File: src/rtl/seq_game_pkg.sv
// Shared types and helpers for the memory-game core.
//   state_t     : FSM state encoding (3 bits)
//   LFSR_POLY   : Galois feedback mask, x^16+x^14+x^13+x^11
//   clog2       : ceiling log2 for width derivation
//   onehot8     : index -> one-hot (8-bit wide, callers truncate)
//   is_onehot8  : exactly-one-bit-set test
package seq_game_pkg;

  typedef enum logic [2:0] {
    ST_IDLE,
    ST_GEN,
    ST_SHOW_ON,
    ST_SHOW_OFF,
    ST_WAIT_USER,
    ST_WIN,
    ST_LOSE
  } state_t;

  localparam logic [15:0] LFSR_POLY = 16'hB400;

  function automatic int clog2(input int v);
    int r;
    r = 0;
    while ((1 << r) < v) r++;
    return r;
  endfunction

  function automatic logic [7:0] onehot8(input logic [2:0] idx);
    return 8'd1 << idx;
  endfunction

  function automatic logic is_onehot8(input logic [7:0] v);
    return (v != 8'd0) && ((v & (v - 8'd1)) == 8'd0);
  endfunction

endpackage

File: src/rtl/seq_game_if.sv
// Control/status bundle between the game core and its surroundings.
//   master : tick/start/seed/rounds_goal/btn_pulse out, status in
//   slave  : the game core side (inputs above, lamp/round/score/flags out)
interface seq_game_if import seq_game_pkg::*; #(
  parameter int N_BTN   = 4,
  parameter int DEPTH   = 16,
  parameter int SCORE_W = 8
) ();
  localparam int RW = clog2(DEPTH + 1);

  logic               tick;
  logic               start;
  logic [15:0]        seed;
  logic [RW-1:0]      rounds_goal;
  logic [N_BTN-1:0]   btn_pulse;
  logic [N_BTN-1:0]   lamp;
  logic [RW-1:0]      round;
  logic [SCORE_W-1:0] score;
  logic               busy;
  logic               user_turn;
  logic               win;
  logic               lose;
  logic               end_time;

  modport master (
    output tick, start, seed, rounds_goal, btn_pulse,
    input  lamp, round, score, busy, user_turn, win, lose, end_time
  );

  modport slave (
    input  tick, start, seed, rounds_goal, btn_pulse,
    output lamp, round, score, busy, user_turn, win, lose, end_time
  );
endinterface

File: src/rtl/seq_lfsr.sv
// 16-bit right-shifting Galois LFSR.
//   clk, rst_n : clock, asynchronous active-low reset
//   load_i     : load seed_i (takes priority over step_i)
//   step_i     : advance one step
//   seed_i     : value to load (caller guarantees non-zero)
//   bits_o     : low OUT_W bits of the current state
module seq_lfsr import seq_game_pkg::*; #(
  parameter int OUT_W = 2
) (
  input  logic             clk,
  input  logic             rst_n,
  input  logic             load_i,
  input  logic             step_i,
  input  logic [15:0]      seed_i,
  output logic [OUT_W-1:0] bits_o
);
  logic [15:0] state_q, state_d;

  always_comb begin
    state_d = state_q;
    if (load_i) begin
      state_d = seed_i;
    end else if (step_i) begin
      state_d = (state_q >> 1) ^ (state_q[0] ? LFSR_POLY : 16'h0000);
    end
  end

  always_ff @(posedge clk or negedge rst_n) begin
    if (!rst_n) state_q <= 16'h0001;
    else        state_q <= state_d;
  end

  assign bits_o = state_q[OUT_W-1:0];
endmodule

File: src/rtl/seq_game_core.sv
// Memory-game core: extends a pseudo-random sequence by one element per round,
// plays it on the lamps (one tick on, one tick off per element), then checks
// the player's presses, with wrong/multi press and inactivity-timeout losses.
//   clock_50 : system clock (rising edge)
//   reset    : asynchronous active-low reset
//   bus      : seq_game_if.slave (tick/start/seed/rounds_goal/btn_pulse in;
//              lamp/round/score/busy/user_turn/win/lose/end_time out, all registered)
module seq_game_core import seq_game_pkg::*; #(
  parameter int N_BTN         = 4,
  parameter int DEPTH         = 16,
  parameter int TIMEOUT_TICKS = 10,
  parameter int SCORE_W       = 8
) (
  input logic       clock_50,
  input logic       reset,
  seq_game_if.slave bus
);
  localparam int SEQ_W = clog2(N_BTN);
  localparam int RW    = clog2(DEPTH + 1);
  localparam int IW    = clog2(DEPTH);
  localparam int TW    = clog2(TIMEOUT_TICKS + 1);

  state_t             state_q, state_d;
  logic [IW-1:0]      play_idx_q, play_idx_d, in_idx_q, in_idx_d;
  logic [RW-1:0]      round_q, round_d, goal_q, goal_d;
  logic [TW-1:0]      timer_q, timer_d;
  logic [SCORE_W-1:0] score_q, score_d;
  logic [N_BTN-1:0]   lamp_q, lamp_d;
  logic               busy_q, busy_d, user_turn_q, user_turn_d;
  logic               win_q, win_d, lose_q, lose_d, end_time_q, end_time_d;

  logic [SEQ_W-1:0]   seq_mem [DEPTH];
  logic [SEQ_W-1:0]   lfsr_bits, show_elem;
  logic               lfsr_load, lfsr_step, seq_we;
  logic [15:0]        seed_eff;
  logic [IW-1:0]      last_idx;

  assign seed_eff = (bus.seed == 16'h0000) ? 16'h0001 : bus.seed;
  assign last_idx = IW'(round_q - RW'(1));

  seq_lfsr #(.OUT_W(SEQ_W)) u_lfsr (
    .clk    (clock_50),
    .rst_n  (reset),
    .load_i (lfsr_load),
    .step_i (lfsr_step),
    .seed_i (seed_eff),
    .bits_o (lfsr_bits)
  );

  // Sequence store; contents are meaningless until written by GEN.
  always_ff @(posedge clock_50) begin
    if (seq_we) seq_mem[last_idx] <= lfsr_bits;
  end

  always_comb begin
    state_d     = state_q;
    play_idx_d  = play_idx_q;
    in_idx_d    = in_idx_q;
    round_d     = round_q;
    goal_d      = goal_q;
    timer_d     = timer_q;
    score_d     = score_q;
    end_time_d  = end_time_q;
    lfsr_load   = 1'b0;
    lfsr_step   = 1'b0;
    seq_we      = 1'b0;
    lamp_d      = '0;
    show_elem   = '0;

    case (state_q)
      ST_IDLE, ST_WIN, ST_LOSE: begin
        if (bus.start) begin
          lfsr_load  = 1'b1;
          round_d    = RW'(1);
          score_d    = '0;
          end_time_d = 1'b0;
          timer_d    = '0;
          in_idx_d   = '0;
          play_idx_d = '0;
          goal_d     = (bus.rounds_goal == '0 || bus.rounds_goal > RW'(DEPTH))
                       ? RW'(DEPTH) : bus.rounds_goal;
          state_d    = ST_GEN;
        end
      end
      ST_GEN: begin
        seq_we     = 1'b1;
        lfsr_step  = 1'b1;
        play_idx_d = '0;
        state_d    = ST_SHOW_ON;
      end
      ST_SHOW_ON: begin
        if (bus.tick) state_d = ST_SHOW_OFF;
      end
      ST_SHOW_OFF: begin
        if (bus.tick) begin
          if (play_idx_q == last_idx) begin
            in_idx_d = '0;
            timer_d  = '0;
            state_d  = ST_WAIT_USER;
          end else begin
            play_idx_d = play_idx_q + IW'(1);
            state_d    = ST_SHOW_ON;
          end
        end
      end
      ST_WAIT_USER: begin
        // A press wins over a same-cycle tick: the tick is simply not counted.
        if (bus.btn_pulse != '0) begin
          if (!is_onehot8(8'(bus.btn_pulse)) ||
              8'(bus.btn_pulse) != onehot8(3'(seq_mem[in_idx_q]))) begin
            end_time_d = 1'b0;
            state_d    = ST_LOSE;
          end else begin
            if (score_q != {SCORE_W{1'b1}}) score_d = score_q + SCORE_W'(1);
            timer_d = '0;
            if (in_idx_q == last_idx) begin
              if (round_q == goal_q) begin
                state_d = ST_WIN;
              end else begin
                round_d = round_q + RW'(1);
                state_d = ST_GEN;
              end
            end else begin
              in_idx_d = in_idx_q + IW'(1);
            end
          end
        end else if (bus.tick) begin
          if (timer_q == TW'(TIMEOUT_TICKS - 1)) begin
            end_time_d = 1'b1;
            state_d    = ST_LOSE;
          end else begin
            timer_d = timer_q + TW'(1);
          end
        end
      end
      default: state_d = ST_IDLE;
    endcase

    // Outputs are registered from the next state. On GEN -> SHOW_ON in round 1
    // the element is still being written, so it is taken straight from the LFSR.
    if (state_d == ST_SHOW_ON) begin
      show_elem = (state_q == ST_GEN && last_idx == '0) ? lfsr_bits : seq_mem[play_idx_d];
      lamp_d    = N_BTN'(onehot8(3'(show_elem)));
    end
    busy_d      = !(state_d inside {ST_IDLE, ST_WIN, ST_LOSE});
    user_turn_d = (state_d == ST_WAIT_USER);
    win_d       = (state_d == ST_WIN);
    lose_d      = (state_d == ST_LOSE);
  end

  always_ff @(posedge clock_50 or negedge reset) begin
    if (!reset) begin
      state_q     <= ST_IDLE;
      play_idx_q  <= '0;
      in_idx_q    <= '0;
      round_q     <= '0;
      goal_q      <= '0;
      timer_q     <= '0;
      score_q     <= '0;
      lamp_q      <= '0;
      busy_q      <= 1'b0;
      user_turn_q <= 1'b0;
      win_q       <= 1'b0;
      lose_q      <= 1'b0;
      end_time_q  <= 1'b0;
    end else begin
      state_q     <= state_d;
      play_idx_q  <= play_idx_d;
      in_idx_q    <= in_idx_d;
      round_q     <= round_d;
      goal_q      <= goal_d;
      timer_q     <= timer_d;
      score_q     <= score_d;
      lamp_q      <= lamp_d;
      busy_q      <= busy_d;
      user_turn_q <= user_turn_d;
      win_q       <= win_d;
      lose_q      <= lose_d;
      end_time_q  <= end_time_d;
    end
  end

  assign bus.lamp      = lamp_q;
  assign bus.round     = round_q;
  assign bus.score     = score_q;
  assign bus.busy      = busy_q;
  assign bus.user_turn = user_turn_q;
  assign bus.win       = win_q;
  assign bus.lose      = lose_q;
  assign bus.end_time  = end_time_q;
endmodule
File: src/flat_wrapper.sv
// flat-port wrapper written by rule: the top's interface ports become plain ports
module seq_game_core_flat import seq_game_pkg::*;
#(
  parameter int N_BTN         = 4,
  parameter int DEPTH         = 16,
  parameter int TIMEOUT_TICKS = 10,
  parameter int SCORE_W       = 8
)
  (clock_50, reset, bus_tick, bus_start, bus_seed, bus_rounds_goal, bus_btn_pulse, bus_lamp, bus_round, bus_score, bus_busy, bus_user_turn, bus_win, bus_lose, bus_end_time);
  seq_game_if #(.N_BTN(N_BTN), .DEPTH(DEPTH), .SCORE_W(SCORE_W)) bus_i ();
  input logic clock_50;
  input logic reset;
  input wire logic [$bits(bus_i.tick)-1:0] bus_tick;
  input wire logic [$bits(bus_i.start)-1:0] bus_start;
  input wire logic [$bits(bus_i.seed)-1:0] bus_seed;
  input wire logic [$bits(bus_i.rounds_goal)-1:0] bus_rounds_goal;
  input wire logic [$bits(bus_i.btn_pulse)-1:0] bus_btn_pulse;
  output wire logic [$bits(bus_i.lamp)-1:0] bus_lamp;
  output wire logic [$bits(bus_i.round)-1:0] bus_round;
  output wire logic [$bits(bus_i.score)-1:0] bus_score;
  output wire logic [$bits(bus_i.busy)-1:0] bus_busy;
  output wire logic [$bits(bus_i.user_turn)-1:0] bus_user_turn;
  output wire logic [$bits(bus_i.win)-1:0] bus_win;
  output wire logic [$bits(bus_i.lose)-1:0] bus_lose;
  output wire logic [$bits(bus_i.end_time)-1:0] bus_end_time;
  assign bus_i.tick = bus_tick;
  assign bus_i.start = bus_start;
  assign bus_i.seed = bus_seed;
  assign bus_i.rounds_goal = bus_rounds_goal;
  assign bus_i.btn_pulse = bus_btn_pulse;
  assign bus_lamp = bus_i.lamp;
  assign bus_round = bus_i.round;
  assign bus_score = bus_i.score;
  assign bus_busy = bus_i.busy;
  assign bus_user_turn = bus_i.user_turn;
  assign bus_win = bus_i.win;
  assign bus_lose = bus_i.lose;
  assign bus_end_time = bus_i.end_time;
  seq_game_core #(.N_BTN(N_BTN), .DEPTH(DEPTH), .TIMEOUT_TICKS(TIMEOUT_TICKS), .SCORE_W(SCORE_W)) u_core (.clock_50(clock_50), .reset(reset), .bus(bus_i));
endmodule
File: config.mk
export PLATFORM = sky130hd
export DESIGN_NAME = seq_game_core_flat
export DESIGN_NICKNAME = d
export VERILOG_FILES = /design/src/rtl/seq_game_pkg.sv /design/src/rtl/seq_game_if.sv /design/src/rtl/seq_lfsr.sv /design/src/rtl/seq_game_core.sv /design/src/flat_wrapper.sv
export SDC_FILE = /design/constraint.sdc
export NUM_CORES = 1
export LEC_CHECK = 0
export BUFFER_PORTS_ARGS = -buffer_cell sky130_fd_sc_hd__buf_2
export CAP_MARGIN = 20
export CELL_PAD_IN_SITES_DETAIL_PLACEMENT = 0
export CELL_PAD_IN_SITES_GLOBAL_PLACEMENT = 1
export CORE_MARGIN = 1
export CORE_UTILIZATION = 45
export CTS_BUF_LIST = sky130_fd_sc_hd__clkbuf_4
export DETAILED_ROUTE_END_ITERATION = 8
export GPL_ROUTABILITY_DRIVEN = 0
export PLACE_DENSITY_LB_ADDON = 0.2
export SLEW_MARGIN = 20
export SYNTH_ARGS = -nofsm -noshare
export SYNTH_HDL_FRONTEND = slang
export SYNTH_SLANG_ARGS = --single-unit
File: constraint.sdc
create_clock -name clock_50 -period 3.6 [get_ports clock_50]
set_clock_uncertainty 0.1 [all_clocks]
set_input_delay 1.08 -clock clock_50 [delete_from_list [all_inputs] [get_ports clock_50]]
set_output_delay 1.08 -clock clock_50 [all_outputs]
set_load 0.02 [all_outputs]
==> impl_metrics.tcl <==
set metrics [dict create \
    outcome "finished clean" \
    drc 0 \
    clock_latency_ns 0.46 \
    synth_ff_type "dfrtp_1" \
    maxSlewHeadroom_pct 50.45 \
    synth_area_per_cell_um2 9.983 \
    initial_core_util_pct 46.10 \
    tightest_slew_ns 0.7433 \
    syn_area_um2 5241 \
    period_share_pct 95.93 \
    drt-total-wl_um 12120 \
    fp-row-count 39 \
    layout_common_cells "nor2_1, dfrtp_1, nand2_1" \
    rsz0062_at_grt "false" \
    layout_min_cycle_time_ns 3.453 \
    htreeDepth 3 \
    die_x_um 109.9 \
    drive_gt1_share_pct 19.80 \
    timing.max_cap.violations 0 \
    synth-seq-cells 90 \
    synthArstFlopShare_pct 64.44 \
    grt_max_degree 59 \
    total_power_mw 4.168 \
    post-route-util_pct 51.63 \
    synth.yosys.warnings 0 \
    final_nets 622 \
    r2r-start "u_core.in_idx_q[0]" \
    cts_buffer_depth 2 \
    viasPerCell 5.646 \
    p_per_area_nw_per_um2 710.0 \
    cts_buffers 9 \
    arrival_ns 3.74 \
    setup_tns_ns 0 \
    netlist_instances 525 \
    first_pass_iters 5 \
    synth_area_leaders "dfrtp_1, edfxtp_1, nor2_1, nand2_1, a21oi_1" \
    ff2ff_setup_slack_ns 0.15 \
    cts_tree "yes" \
    netlist.area_leader.share_pct 27.21 \
    synth_edf_count 32 \
    syn2layout_area_growth_pct 12.01 \
    wl_per_cell_um 16.62 \
    critPathRequiredTime_ns 3.88 \
    ant_nets 0 \
    start_kind "flip-flop" \
    clock_sinks 90 \
    yosysSeqAreaShare_pct 46.05 \
    grt_pass1_wl_um 19810 \
    die_area_um2 12080 \
    report.final.slew_viol_count 0 \
    grt_pass1_vias 3843 \
    cts_hold_buf 0 \
    reg2regPathDepth 8 \
    worstSetupStartpoint "u_core.in_idx_q[0]" \
    endpoint_kind "flip-flop" \
    syn-num-nets 566 \
    antenna_found_initial 0 \
    grt_use_total_pct 21.97 \
    synth_top_cell_by_area "dfrtp_1" \
    die_h_um 109.9 \
    reg2reg_to "u_core.bus.lamp[0]" \
    endpoint "u_core.bus.lamp[0]" \
    layout_commonest_cell "nor2_1" \
    power_leakage_nw 2.516 \
    cp_max_fo 9 \
    drtIter0Drc 248 \
    root_buffer "clkbuf_4" \
    setup_viol 0 \
    ir_worst_vdd_uv 473.4 \
    antenna_cells 0 \
    io_buffers 50 \
    vias 4116 \
    finalHoldViolCount 0 \
    fmax_ghz 0.2896 \
    hpwl_um 9003 \
    grt_overflow 0 \
    crit_type "reg2reg" \
    io_pins 51 \
    clk_pin_slew_ns 0.14 \
    hp-class "reg2reg" \
    synth.distinct_cells 71 \
    core_um2 11370 \
]
repair_timing:
| item | in CTS | in global routing |
|---|---|---|
| resized for setup | 0 | 1 |
| buffers inserted | 0 | 0 |
| setup endpoints to repair | 0 | 4 |
layer usage:
layer  global-route usage, %  vias up  share of wire, %
met5                       0        -                 0
met4                   6.857        0               1.8
met3                   5.216       16               5.6
met2                   32.46      138                45
met1                   31.72     1964                48
li1                        -     1998                 -
metrics by stage:
step / area [um^2] / worst slack [ns] / hold WS, ns / cells
final: 5871 / 0.1465 / 0.4065 / 729
after global routing: 5871 / 0.002157 / 0.4338 / 729
after CTS: 5863 / 0.1125 / 0.4080 / 729
after detailed placement: 5702 / -0.01665 / 0.3829 / 713
after global placement: 5702 / 0.1310 / 0.3769 / 713
after floorplan: 5241 / 0.1243 / 0.3525 / 525
layout make-up:
type                    count  area, um^2
clock buffers               9       67.56
flip-flops and latches     90        2414
well taps                 143       178.9
multi-input cells         391        2646
inverters                  20       77.57
repair buffers             69       392.9
fillers                  1076        5499
clock inverters             7       93.84
sequential cells by signal, indices dropped and copies added (netlist names):
register,count
u_core.bus.win,1
u_core.bus.lose,1
u_core.bus.user_turn,1
u_core.bus.lamp,4
u_core.bus.busy,1
u_core.bus.end_time,1
u_core.bus.round,5
u_core.in_idx_q,4
u_core.bus.score,8
u_core.state_q,3
u_core.goal_q,5
u_core.seq_mem,32
u_core.play_idx_q,4
u_core.timer_q,4
u_core.u_lfsr.state_q,16
Yosys cell counts, types with 5 or more instances:
| cell type | n |
|---|---|
| nor2_1 | 62 |
| dfrtp_1 | 57 |
| nand2_1 | 55 |
| a21oi_1 | 33 |
| o21ai_0 | 33 |
| edfxtp_1 | 32 |
| inv_1 | 18 |
| clkbuf_1 | 16 |
| mux2i_1 | 16 |
| nand3_1 | 15 |
| xor2_1 | 15 |
| xnor2_1 | 14 |
| ha_1 | 12 |
| nor3_1 | 11 |
| nand4_1 | 9 |
| nand2b_1 | 7 |
| nand3b_1 | 7 |
| and3_1 | 6 |
| mux4_2 | 6 |
| nor4_1 | 6 |
| buf_2 | 5 |
| mux2_2 | 5 |
| nor3b_1 | 5 |
worst min path at each step:
stage / start / end / slack, ns / cells after the start
after floorplan: u_core.timer_q[3] / u_core.timer_q[3] / 0.35 / 1
final: u_core.timer_q[3] / u_core.timer_q[3] / 0.41 / 1
after global placement: u_core.goal_q[3] / u_core.goal_q[3] / 0.38 / 2
after detailed placement: u_core.goal_q[3] / u_core.goal_q[3] / 0.38 / 2
after global routing: u_core.timer_q[3] / u_core.timer_q[3] / 0.43 / 1
after CTS: u_core.timer_q[3] / u_core.timer_q[3] / 0.41 / 1
where the power goes:
group          total [mW]  internal, mW  switching (mW)
clock               0.635         0.280           0.355
combinational        2.01         0.847            1.17
sequential           1.52          1.30           0.221
total                4.17          2.43            1.74
cells by family (layout without fill, tap and decap cells):
group,count (synthesis),count (layout),synth area share (%)
adders and majority gates,12,12,2.865
and+or+nand+nor,213,213,20.84
buffers and inverters,44,105,3.604
AOI/OAI and AO/OA,104,104,12.44
xor gates and xnor gates,30,30,5.276
DFF,90,90,46.05
muxes,32,32,8.928
critical path, stage by stage (launching register included):
cell	delay, ns
dfrtp_1	0.69
mux4_1	0.64
mux4_2	0.54
nor3b_1	0.18
a211oi_2	0.35
nand2b_4	0.27
o31a_2	0.22
nand3_2	0.15
nor3b_1	0.25
Power figures use the tool's default switching activity.
